### src/rtl/iir_fixed_pkg.sv
// Shared fixed-point definitions for the IIR filter datapath.
//  - default single-width operand format (INT_BITS.FRAC_BITS)
//  - calc_w(): width of a double-width signed product (2*(I+F)+1)
//  - saturation limits for the default product width
//  - add/sub op encoding used on the in_op port
package iir_fixed_pkg;

  localparam int INT_BITS_DEF  = 12;
  localparam int FRAC_BITS_DEF = 16;

  function automatic int calc_w(input int int_bits, input int frac_bits);
    return 2 * (int_bits + frac_bits) + 1;
  endfunction

  localparam int W_DEF = calc_w(INT_BITS_DEF, FRAC_BITS_DEF);

  localparam logic [W_DEF-1:0] MAX_POS = {1'b0, {(W_DEF-1){1'b1}}};
  localparam logic [W_DEF-1:0] MAX_NEG = {1'b1, {(W_DEF-1){1'b0}}};

  typedef enum logic {
    OP_SUB = 1'b0,
    OP_ADD = 1'b1
  } op_e;

endpackage

### src/rtl/iir_skid_buf.sv
// Two-entry fall-through skid buffer with a registered ready.
//  When empty and the consumer is ready, input data passes straight through
//  (no added latency); otherwise beats queue in a 2-deep ring.
//  o_ready is a flop: it drops only when both entries will be occupied.
// Ports:
//  clk, rst           clock, synchronous active-high reset
//  i_valid/o_ready    upstream handshake
//  i_data  [DW]       upstream payload
//  o_valid/i_ready    downstream handshake
//  o_data  [DW]       downstream payload (head entry or bypass)
module iir_skid_buf #(
  parameter int DW = 8
) (
  input  logic          clk,
  input  logic          rst,
  input  logic          i_valid,
  output logic          o_ready,
  input  logic [DW-1:0] i_data,
  output logic          o_valid,
  input  logic          i_ready,
  output logic [DW-1:0] o_data
);

  logic [DW-1:0] r_mem [2];
  logic          r_wr_ptr;
  logic          r_rd_ptr;
  logic [1:0]    r_cnt;
  logic          r_ready;

  logic       w_push;
  logic       w_empty;
  logic       w_pop;
  logic       w_wr;
  logic       w_rd;
  logic [1:0] w_cnt_nxt;

  assign w_push  = i_valid & r_ready;
  assign w_empty = (r_cnt == 2'd0);
  assign o_valid = !w_empty | w_push;
  assign o_data  = w_empty ? i_data : r_mem[r_rd_ptr];
  assign w_pop   = o_valid & i_ready;
  // bypassed beats never touch storage
  assign w_wr    = w_push & !(w_empty & w_pop);
  assign w_rd    = w_pop & !w_empty;
  assign w_cnt_nxt = r_cnt + {1'b0, w_wr} - {1'b0, w_rd};
  assign o_ready = r_ready;

  always_ff @(posedge clk) begin
    if (w_wr) r_mem[r_wr_ptr] <= i_data;
  end

  always_ff @(posedge clk) begin
    if (rst) begin
      r_wr_ptr <= 1'b0;
      r_rd_ptr <= 1'b0;
      r_cnt    <= 2'd0;
      r_ready  <= 1'b0;
    end else begin
      if (w_wr) r_wr_ptr <= ~r_wr_ptr;
      if (w_rd) r_rd_ptr <= ~r_rd_ptr;
      r_cnt   <= w_cnt_nxt;
      r_ready <= (w_cnt_nxt != 2'd2);
    end
  end

endmodule

### src/rtl/iir_addsub_pipe.sv
// Pipelined signed add/subtract for the IIR biquad datapath.
//  skid (2) -> S1: exact W+1-bit a+b / a-b -> S2: saturate or wrap to W, output regs.
//  Latency 2 cycles from accept to out_valid, 1 beat/clk, 4 beats in flight max.
//  in_ready is low exactly when all 4 slots hold a beat (skid full implies S1/S2 full).
// Configuration macro: IIR_ADDSUB_SATURATE_EN
//  defined   : clamp to [-2^(W-1), 2^(W-1)-1], flag out_ovf, keep ovf_sticky
//  undefined : two's-complement wrap, out_ovf/ovf_sticky tied 0, ovf_clear ignored
// Ports:
//  clk, rst                         clock, synchronous active-high reset
//  in_valid/in_ready                input handshake (in_ready registered)
//  in_op, in_a, in_b, in_tag        op (0 sub, 1 add), operands, pass-through tag
//  out_valid/out_ready              output handshake
//  out_res, out_tag, out_ovf        result, tag, per-beat saturation flag
//  ovf_sticky, ovf_clear            sticky saturation flag and its clear
module iir_addsub_pipe
  import iir_fixed_pkg::*;
#(
  parameter  int INT_BITS  = INT_BITS_DEF,
  parameter  int FRAC_BITS = FRAC_BITS_DEF,
  parameter  int TAG_W     = 4,
  localparam int W         = calc_w(INT_BITS, FRAC_BITS)
) (
  input  logic             clk,
  input  logic             rst,
  input  logic             in_valid,
  output logic             in_ready,
  input  logic             in_op,
  input  logic [W-1:0]     in_a,
  input  logic [W-1:0]     in_b,
  input  logic [TAG_W-1:0] in_tag,
  output logic             out_valid,
  input  logic             out_ready,
  output logic [W-1:0]     out_res,
  output logic [TAG_W-1:0] out_tag,
  output logic             out_ovf,
  output logic             ovf_sticky,
  input  logic             ovf_clear
);

  localparam int DW = 1 + 2*W + TAG_W;

  // ---------------- input skid ----------------
  logic [DW-1:0]    w_in_pkt;
  logic [DW-1:0]    w_sk_pkt;
  logic             w_sk_valid;
  logic             w_s1_ready;
  logic             w_s2_ready;

  assign w_in_pkt = {in_op, in_a, in_b, in_tag};

  iir_skid_buf #(.DW(DW)) u_skid (
    .clk     (clk),
    .rst     (rst),
    .i_valid (in_valid),
    .o_ready (in_ready),
    .i_data  (w_in_pkt),
    .o_valid (w_sk_valid),
    .i_ready (w_s1_ready),
    .o_data  (w_sk_pkt)
  );

  logic             w_op;
  logic [W-1:0]     w_a;
  logic [W-1:0]     w_b;
  logic [TAG_W-1:0] w_tag;
  logic [W:0]       w_a_x;
  logic [W:0]       w_b_x;
  logic [W:0]       w_sum;

  assign {w_op, w_a, w_b, w_tag} = w_sk_pkt;
  assign w_a_x = {w_a[W-1], w_a};
  assign w_b_x = {w_b[W-1], w_b};
  assign w_sum = (w_op == OP_ADD) ? (w_a_x + w_b_x) : (w_a_x - w_b_x);

  // ---------------- S1: exact sum ----------------
  logic             r_s1_vld;
  logic [W:0]       r_s1_sum;
  logic [TAG_W-1:0] r_s1_tag;

  assign w_s2_ready = !out_valid | out_ready;
  assign w_s1_ready = !r_s1_vld | w_s2_ready;

  always_ff @(posedge clk) begin
    if (rst) begin
      r_s1_vld <= 1'b0;
      r_s1_sum <= '0;
      r_s1_tag <= '0;
    end else if (w_s1_ready) begin
      r_s1_vld <= w_sk_valid;
      if (w_sk_valid) begin
        r_s1_sum <= w_sum;
        r_s1_tag <= w_tag;
      end
    end
  end

  // ---------------- S2: narrow to W ----------------
  logic [W-1:0] w_s2_res;
  logic         w_s2_ovf;

`ifdef IIR_ADDSUB_SATURATE_EN
  localparam logic [W-1:0] SAT_POS = {1'b0, {(W-1){1'b1}}};
  localparam logic [W-1:0] SAT_NEG = {1'b1, {(W-1){1'b0}}};

  // top two bits of the W+1 result disagree -> value outside W-bit range
  always_comb begin
    w_s2_res = r_s1_sum[W-1:0];
    w_s2_ovf = 1'b0;
    if (r_s1_sum[W] != r_s1_sum[W-1]) begin
      w_s2_ovf = 1'b1;
      w_s2_res = r_s1_sum[W] ? SAT_NEG : SAT_POS;
    end
  end
`else
  assign w_s2_res = r_s1_sum[W-1:0];
  assign w_s2_ovf = 1'b0;
`endif

  always_ff @(posedge clk) begin
    if (rst) begin
      out_valid <= 1'b0;
      out_res   <= '0;
      out_tag   <= '0;
      out_ovf   <= 1'b0;
    end else if (w_s2_ready) begin
      out_valid <= r_s1_vld;
      if (r_s1_vld) begin
        out_res <= w_s2_res;
        out_tag <= r_s1_tag;
        out_ovf <= w_s2_ovf;
      end
    end
  end

  // ---------------- sticky flag ----------------
`ifdef IIR_ADDSUB_SATURATE_EN
  logic r_ovf_sticky;

  // set on output transfer of a saturated beat; set beats a same-cycle clear
  always_ff @(posedge clk) begin
    if (rst)                                  r_ovf_sticky <= 1'b0;
    else if (out_valid && out_ready && out_ovf) r_ovf_sticky <= 1'b1;
    else if (ovf_clear)                       r_ovf_sticky <= 1'b0;
  end

  assign ovf_sticky = r_ovf_sticky;
`else
  logic w_unused;
  assign w_unused   = ^{ovf_clear, r_s1_sum[W]};
  assign ovf_sticky = 1'b0;
`endif

endmodule

### config.mk
export PLATFORM = sky130hd
export DESIGN_NAME = iir_addsub_pipe
export DESIGN_NICKNAME = d
export VERILOG_FILES = /design/src/rtl/iir_fixed_pkg.sv /design/src/rtl/iir_skid_buf.sv /design/src/rtl/iir_addsub_pipe.sv
export SDC_FILE = /design/constraint.sdc
export NUM_CORES = 1
export LEC_CHECK = 0
export ABC_CLOCK_PERIOD_IN_PS = 16000
export BUFFER_PORTS_ARGS = -buffer_cell sky130_fd_sc_hd__buf_2
export CORE_ASPECT_RATIO = 2
export CORE_MARGIN = 3
export CORE_UTILIZATION = 64
export DETAILED_ROUTE_END_ITERATION = 12
export PLACE_DENSITY = 0.91
export SYNTH_ARGS = -nofsm -noshare
export SYNTH_HDL_FRONTEND = slang
export SYNTH_HIERARCHICAL = 1
export SYNTH_SLANG_ARGS = --single-unit
### constraint.sdc
create_clock -name clk -period 16 [get_ports clk]
set_input_delay 1.6 -clock clk [delete_from_list [all_inputs] [get_ports clk]]
set_output_delay 1.6 -clock clk [all_outputs]
set_load 0.01 [all_outputs]
==> impl_metrics.csv, run 1 <==
group,metric,value,unit
clocking,numCtsBuffers,30,
worst_setup_path,reg2reg_depth,21,
worst_setup_path,crit_required,16.45,ns
sta,worst_pin_slew,1.13,ns
yosys,async_flop_share,0,
clocking,insertion_delay,0.59,ns
min_path,whs_path_depth,2,
route,drt_pre_antenna_iters,6,
sta,fin_crit_sh,0.501,
sta,setup_viol,0,
yosys,ys_types,67,
status,status,"finished clean",
route,wl,46500,um
finish,drive_gt1_frac,0.133,
clocking,cts.htree.levels,1,
clocking,root_buffer,"clkbuf_16",
yosys,synth_common_cells,"nand2_1 (386), edfxtp_1 (238), a21oi_1 (203)",
worst_setup_path,setup.worst_path.end_class,"flip-flop",
min_path,hp-class,"reg2reg",
clocking,clkSinkCount,368,
finish,area_growth_syn_to_layout,11.5,%
worst_setup_path,cp-start-kind,"flip-flop",
yosys,yosysTopAreaCell,"edfxtp_1",
floorplanning,die_height,248,um
placed_design,dp_hpwl,34000,um
yosys,seq_area_frac_synth,0.521,
clocking,cts_resized,0,
grt,grt_pass1_vias,14300,
route,viasPerCell,6.07,
floorplanning,num_io_pins,189,
sta,relSlewSlack,0.248,
sta,rsz0062_at_grt,"no",
sta,skew,0.0360,ns
sta,setup_tns,0,ns
grt,grt_overflow,0,
floorplanning,core,28800,um2
worst_setup_path,worstPathArrival,8.46,ns
clocking,post_cts.repair.setup_buffers,0,
yosys,synth_ff_type,"edfxtp_1",
yosys,synth.most_common_cell,"nand2_1",
grt,grt_max_degree,119,
floorplanning,start_util,0.649,
yosys,syn_avg_cell_area,9.86,um2
finish,finalNetCount,2227,
floorplanning,die_area,31400,um2
yosys,synth_area_leaders,"edfxtp_1 (38%), dfxtp_1 (14%), nand2_1 (7.7%)",
yosys,synth_cells,1898,
worst_setup_path,cp_max_fo,93,
yosys,synth_seq_cells,368,
clocking,ctsHoldBuffers,0,
run,maxCapViolCount,0,
clocking,clk_pin_slew,0.07,ns
route,vias,14700,
grt,antenna_found_initial,8,
route,drc,0,
yosys,synth_edf_count,238,
grt,grt_pass1_wl,73200,um
sta,fin_crit,8.01,ns
yosys,yosys_warnings,6,
sta,fmax,125,MHz
route,routedWlPerCell,19.2,um
floorplanning,num_rows,88,
sta,slew_violations,0,
worst_setup_path,path_class,"reg2reg",
clocking,cts.path.max_buffers,3,
sta,hold_viol_final,0,
placed_design,gp_congestion,0.962,
grt,track_usage,0.287,
yosys,syn_area,18700,um2
floorplanning,dieWidth,127,um
route,antenna_left,0,
route,drtIter0Drc,1455,
clocking,cts_tree,"done",
yosys,synth_top_area_frac,0.382,
placed_design,portBuffers,185,
-- registers in the layout (all words and copies together), names as in the netlist, named ones only --
register / count
out_valid: 1
out_tag: 4
u_skid/r_cnt: 2
r_s1_sum: 57
out_res: 57
u_skid/r_rd_ptr: 1
u_skid/r_wr_ptr: 1
u_skid/o_ready: 1
r_s1_tag: 4
r_s1_vld: 1
u_skid/r_mem: 238
-- metrics by stage --
stage	hold WS, ns	setup WS, ns	utilization	instances	cell area (um2)
6_report	0.450	7.99	0.723	2424	20900
5_1_grt	0.468	7.41	0.723	2424	20900
4_1_cts	0.452	7.99	0.723	2417	20900
3_5_place_dp	0.442	8.01	0.687	2361	19800
3_3_place_gp	0.440	8.15	0.687	2361	19800
2_1_floorplan	0.425	8.26	-	1899	18700
-- layout by cell type, fill, tap and decap left out, types with 12 or more instances in the layout --
cell type	synthesis	routed
nand2_1	386	386
nor2_1	108	106
buf_2	22	184
nand3_1	24	24
a31oi_1	15	15
inv_1	30	30
o21ai_1	30	30
nor3_1	27	27
mux2i_1	122	122
ha_1	69	69
dfxtp_1	130	129
xnor2_1	34	34
edfxtp_1	238	238
xor2_1	65	65
nand4_1	16	16
clkbuf_16	0	31
nor4_1	13	12
a21o_1	23	23
o21ai_0	131	130
buf_4	6	18
a21oi_1	203	203
-- final cells by class --
| cell class | count | area (um2) |
|---|---|---|
| clock inverters | 11 | 103 |
| flip-flops and latches | 368 | 9750 |
| well taps | 360 | 450 |
| inverters | 30 | 113 |
| clock buffers | 45 | 918 |
| diodes | 7 | 17.5 |
| multi-input cells | 1401 | 8460 |
| fillers | 2070 | 7980 |
| repair buffers | 202 | 1060 |
-- cell families (layout without fill, tap and decap cells) --
logic type | Yosys count | after routing | synth area share
AND/OR/NAND/NOR | 627 | 627 | 0.143
AO/OA/AOI/OAI | 479 | 479 | 0.146
multiplexers | 124 | 124 | 0.0667
other | 1 | 9 | 0.000200
XOR/XNOR | 99 | 99 | 0.0463
buffers and inverters | 130 | 288 | 0.0294
adder cells (fa/ha/maj) | 70 | 70 | 0.0472
flip-flops | 368 | 368 | 0.521
-- path summary, 6_finish.rpt --
kind	start	to	slack, ns
hold reg to reg	out_res[30]	out_res[30]	0.45
hold / removal	out_res[30]	out_res[30]	0.45
setup / recovery	u_skid/r_cnt[1]	r_s1_sum[52]	7.99
setup reg to reg	u_skid/r_cnt[1]	r_s1_sum[52]	7.99
-- worst max-delay path: stages (launching register included) --
cell	delay, ns
dfxtp_1	0.35
nor2_4	0.58
buf_4	0.56
buf_4	0.57
buf_4	0.72
o21ai_0	0.38
or3_4	0.47
or4_4	0.46
nor4_1	0.39
and3_1	0.35
a21oi_1	0.11
xor2_1	0.30
ha_1	0.31
a21oi_1	0.27
nand2_1	0.12
a2111oi_0	0.62
a2111oi_0	0.15
a21oi_1	0.20
nand4_1	0.25
a311oi_1	0.35
xnor2_1	0.18
o21ai_0	0.09
-- routing by layer --
layer / wire length, um / vias up / GRT usage
met3: 2610 / 149 / 0.0254
met1: 17500 / 6871 / 0.349
met4: 2800 / 0 / 0.152
met2: 23600 / 616 / 0.505
met5: 0 / - / 0
li1: - / 7079 / -
Power of run 1 is left out: the tool's default activity adds up to more than one toggle a clock period on the data nets, which glitch-free logic cannot reach.
==> run 2: changes to the inputs <==
ABC_CLOCK_PERIOD_IN_PS = 8300   (was 16000)
CORE_UTILIZATION = 60   (was 64)
PLACE_DENSITY = 0.86   (was 0.91)
clock period = 8.3 ns   (was 16 ns; I/O delays follow)
==> run 2 against run 1 <==
  * Global-route usage shrank 1.4 points
  * Non-clock buffer count shrank 3
  * Worst setup slack lost 6.6 ns
  * Utilization shrank 3.9 points
  * Routed wire length grew 1.0%
  * Count of clock-buffer cells in the layout shrank 6
  * Register-to-register slack lost 6.6 ns
  * Hold slack gained 0.0019 ns
  * Design area shrank 0.34%
  * Sequential cell count is the same
  * Critical path type unchanged
  * Highest routed layer unchanged
==> impl_metrics.csv, run 2 (same netlist as run 1, synthesis figures left out) <==
group,metric,value,unit
status,status,"finished clean",
clocking,numCtsBuffers,30,
finish,mostFrequentLayoutCells,"nand2_1 (386), edfxtp_1 (238), a21oi_1 (203), buf_2 (184), o21ai_0 (130)",
sta,worst_pin_slew,1.06,ns
route,antenna_left,0,
worst_setup_path,worstPathArrival,7.42,ns
clocking,insertion_delay,0.58,ns
floorplanning,num_rows,90,
grt,grt_max_degree,152,
worst_setup_path,cp_max_fo,30,
worst_setup_path,crit_required,8.80,ns
floorplanning,num_io_pins,189,
route,drtIter0Drc,1111,
run,maxCapViolCount,0,
placed_design,dp_hpwl,34000,um
finish,finalNetCount,2224,
placed_design,gp_congestion,0.943,
grt,grt_pass1_vias,13900,
sta,slew_violations,0,
sta,relSlewSlack,0.296,
worst_setup_path,cp_common_cell,"ha_1",
route,vias,14600,
route,drt_pre_antenna_iters,7,
worst_setup_path,setup.worst_path.end_class,"flip-flop",
grt,grt_pass1_wl,73100,um
finish,area_growth_syn_to_layout,11.2,%
route,wl,47000,um
finish,final_common_cell,"nand2_1",
finish,regMostFlops,"u_skid/r_mem",
sta,skew,0.0148,ns
floorplanning,dieWidth,131,um
sta,hold_viol_final,0,
clocking,cts_tree,"done",
floorplanning,core,30400,um2
clocking,clkSinkCount,368,
clocking,post_cts.repair.setup_buffers,0,
route,viasPerCell,6.02,
sta,fmax,145,MHz
grt,antenna_found_initial,6,
grt,grt_overflow,0,
min_path,hp-class,"reg2reg",
worst_setup_path,cp-start-kind,"flip-flop",
sta,setup_tns,0,ns
sta,rsz0062_at_grt,"no",
finish,largest_reg_flops,238,
sta,setup_viol,0,
floorplanning,die_height,256,um
sta,fin_crit,6.91,ns
worst_setup_path,path_class,"reg2reg",
finish,drive_gt1_frac,0.127,
placed_design,portBuffers,185,
clocking,root_buffer,"clkbuf_16",
clocking,cts.htree.levels,1,
worst_setup_path,critPathMaxStageDelay,0.88,ns
floorplanning,die_area,33500,um2
route,routedWlPerCell,19.4,um
clocking,cts_resized,0,
clocking,ctsHoldBuffers,0,
grt,track_usage,0.274,
worst_setup_path,crit_chain,"nor2_4, o21ai_0, inv_1, ha_1, or4b_2, nor4_1, nor2_1, xor2_1, ha_1, nand4_1, nor3_1, nand3_1, o211a_1, o41ai_2, a21o_1, a21boi_0, or4_1, a31oi_1",
finish,top_regs,"u_skid/r_mem x238, out_res x57, r_s1_sum x57",
floorplanning,start_util,0.615,
route,drc,0,
clocking,cts.path.max_buffers,3,
worst_setup_path,slowest_stage,"nor4_1",
sta,fin_crit_sh,0.833,
clocking,clk_pin_slew,0.07,ns
run 2: cell types whose count changed in the layout (fill, tap and decap cells not counted), moves of 2 or more:
cell / previous run / this run
bufinv_8: 2 / 0
clkbuf_8: 9 / 0
bufinv_16: 0 / 2
diode_2: 7 / 5
clkinvlp_4: 1 / 3
buf_4: 18 / 13
buf_12: 0 / 2
clkinvlp_2: 0 / 3
clkbuf_1: 5 / 8
clkinv_2: 4 / 1
clkinv_1: 0 / 7
run 2: critical path: cells and delay by family (launching register included):
family / cells / cell delay (ns)
AOI/OAI and AO/OA: 6 / 2.09
xor gates and xnor gates: 1 / 0.18
adders and majority gates: 2 / 0.70
buffers and inverters: 1 / 0.16
DFF: 1 / 0.36
and+or+nand+nor: 8 / 3.33
run 2: cell type report:
type / instances / area, um2
clock inverter: 17 / 138
clock buffer: 39 / 806
fill: 2311 / 9600
multi-input combinational: 1401 / 8460
tap: 368 / 460
inverter: 30 / 113
timing repair buffer: 199 / 1060
antenna: 5 / 12.5
sequential: 368 / 9750
run 2: final timing paths:
| check | from | endpoint | slack [ns] | cells past startpoint |
|---|---|---|---|---|
| max | u_skid/r_cnt[1] | r_s1_sum[50] | 1.39 | 18 |
| min | out_res[11] | out_res[11] | 0.45 | 2 |
| max reg2reg | u_skid/r_cnt[1] | r_s1_sum[50] | 1.39 | 18 |
| min reg2reg | out_res[11] | out_res[11] | 0.45 | 2 |
run 2: per-stage QoR:
stage | util | area (um2) | cells | setup WS (ns) | hold slack, ns
6_report | 0.684 | 20800 | 2427 | 1.39 | 0.452
5_1_grt | 0.684 | 20800 | 2427 | 0.920 | 0.443
4_1_cts | 0.684 | 20800 | 2422 | 1.44 | 0.428
3_5_place_dp | 0.653 | 19800 | 2366 | 1.49 | 0.443
3_3_place_gp | 0.653 | 19800 | 2366 | 1.60 | 0.439
2_1_floorplan | - | 18700 | 1899 | 1.33 | 0.425
run 2: per-layer routing:
metal / routed length (um) / GRT usage
met1: 18400 / 0.349
met2: 24400 / 0.475
met3: 2340 / 0.0219
met4: 1950 / 0.110
met5: 0 / 0
Power of run 2 is left out for the same reason.
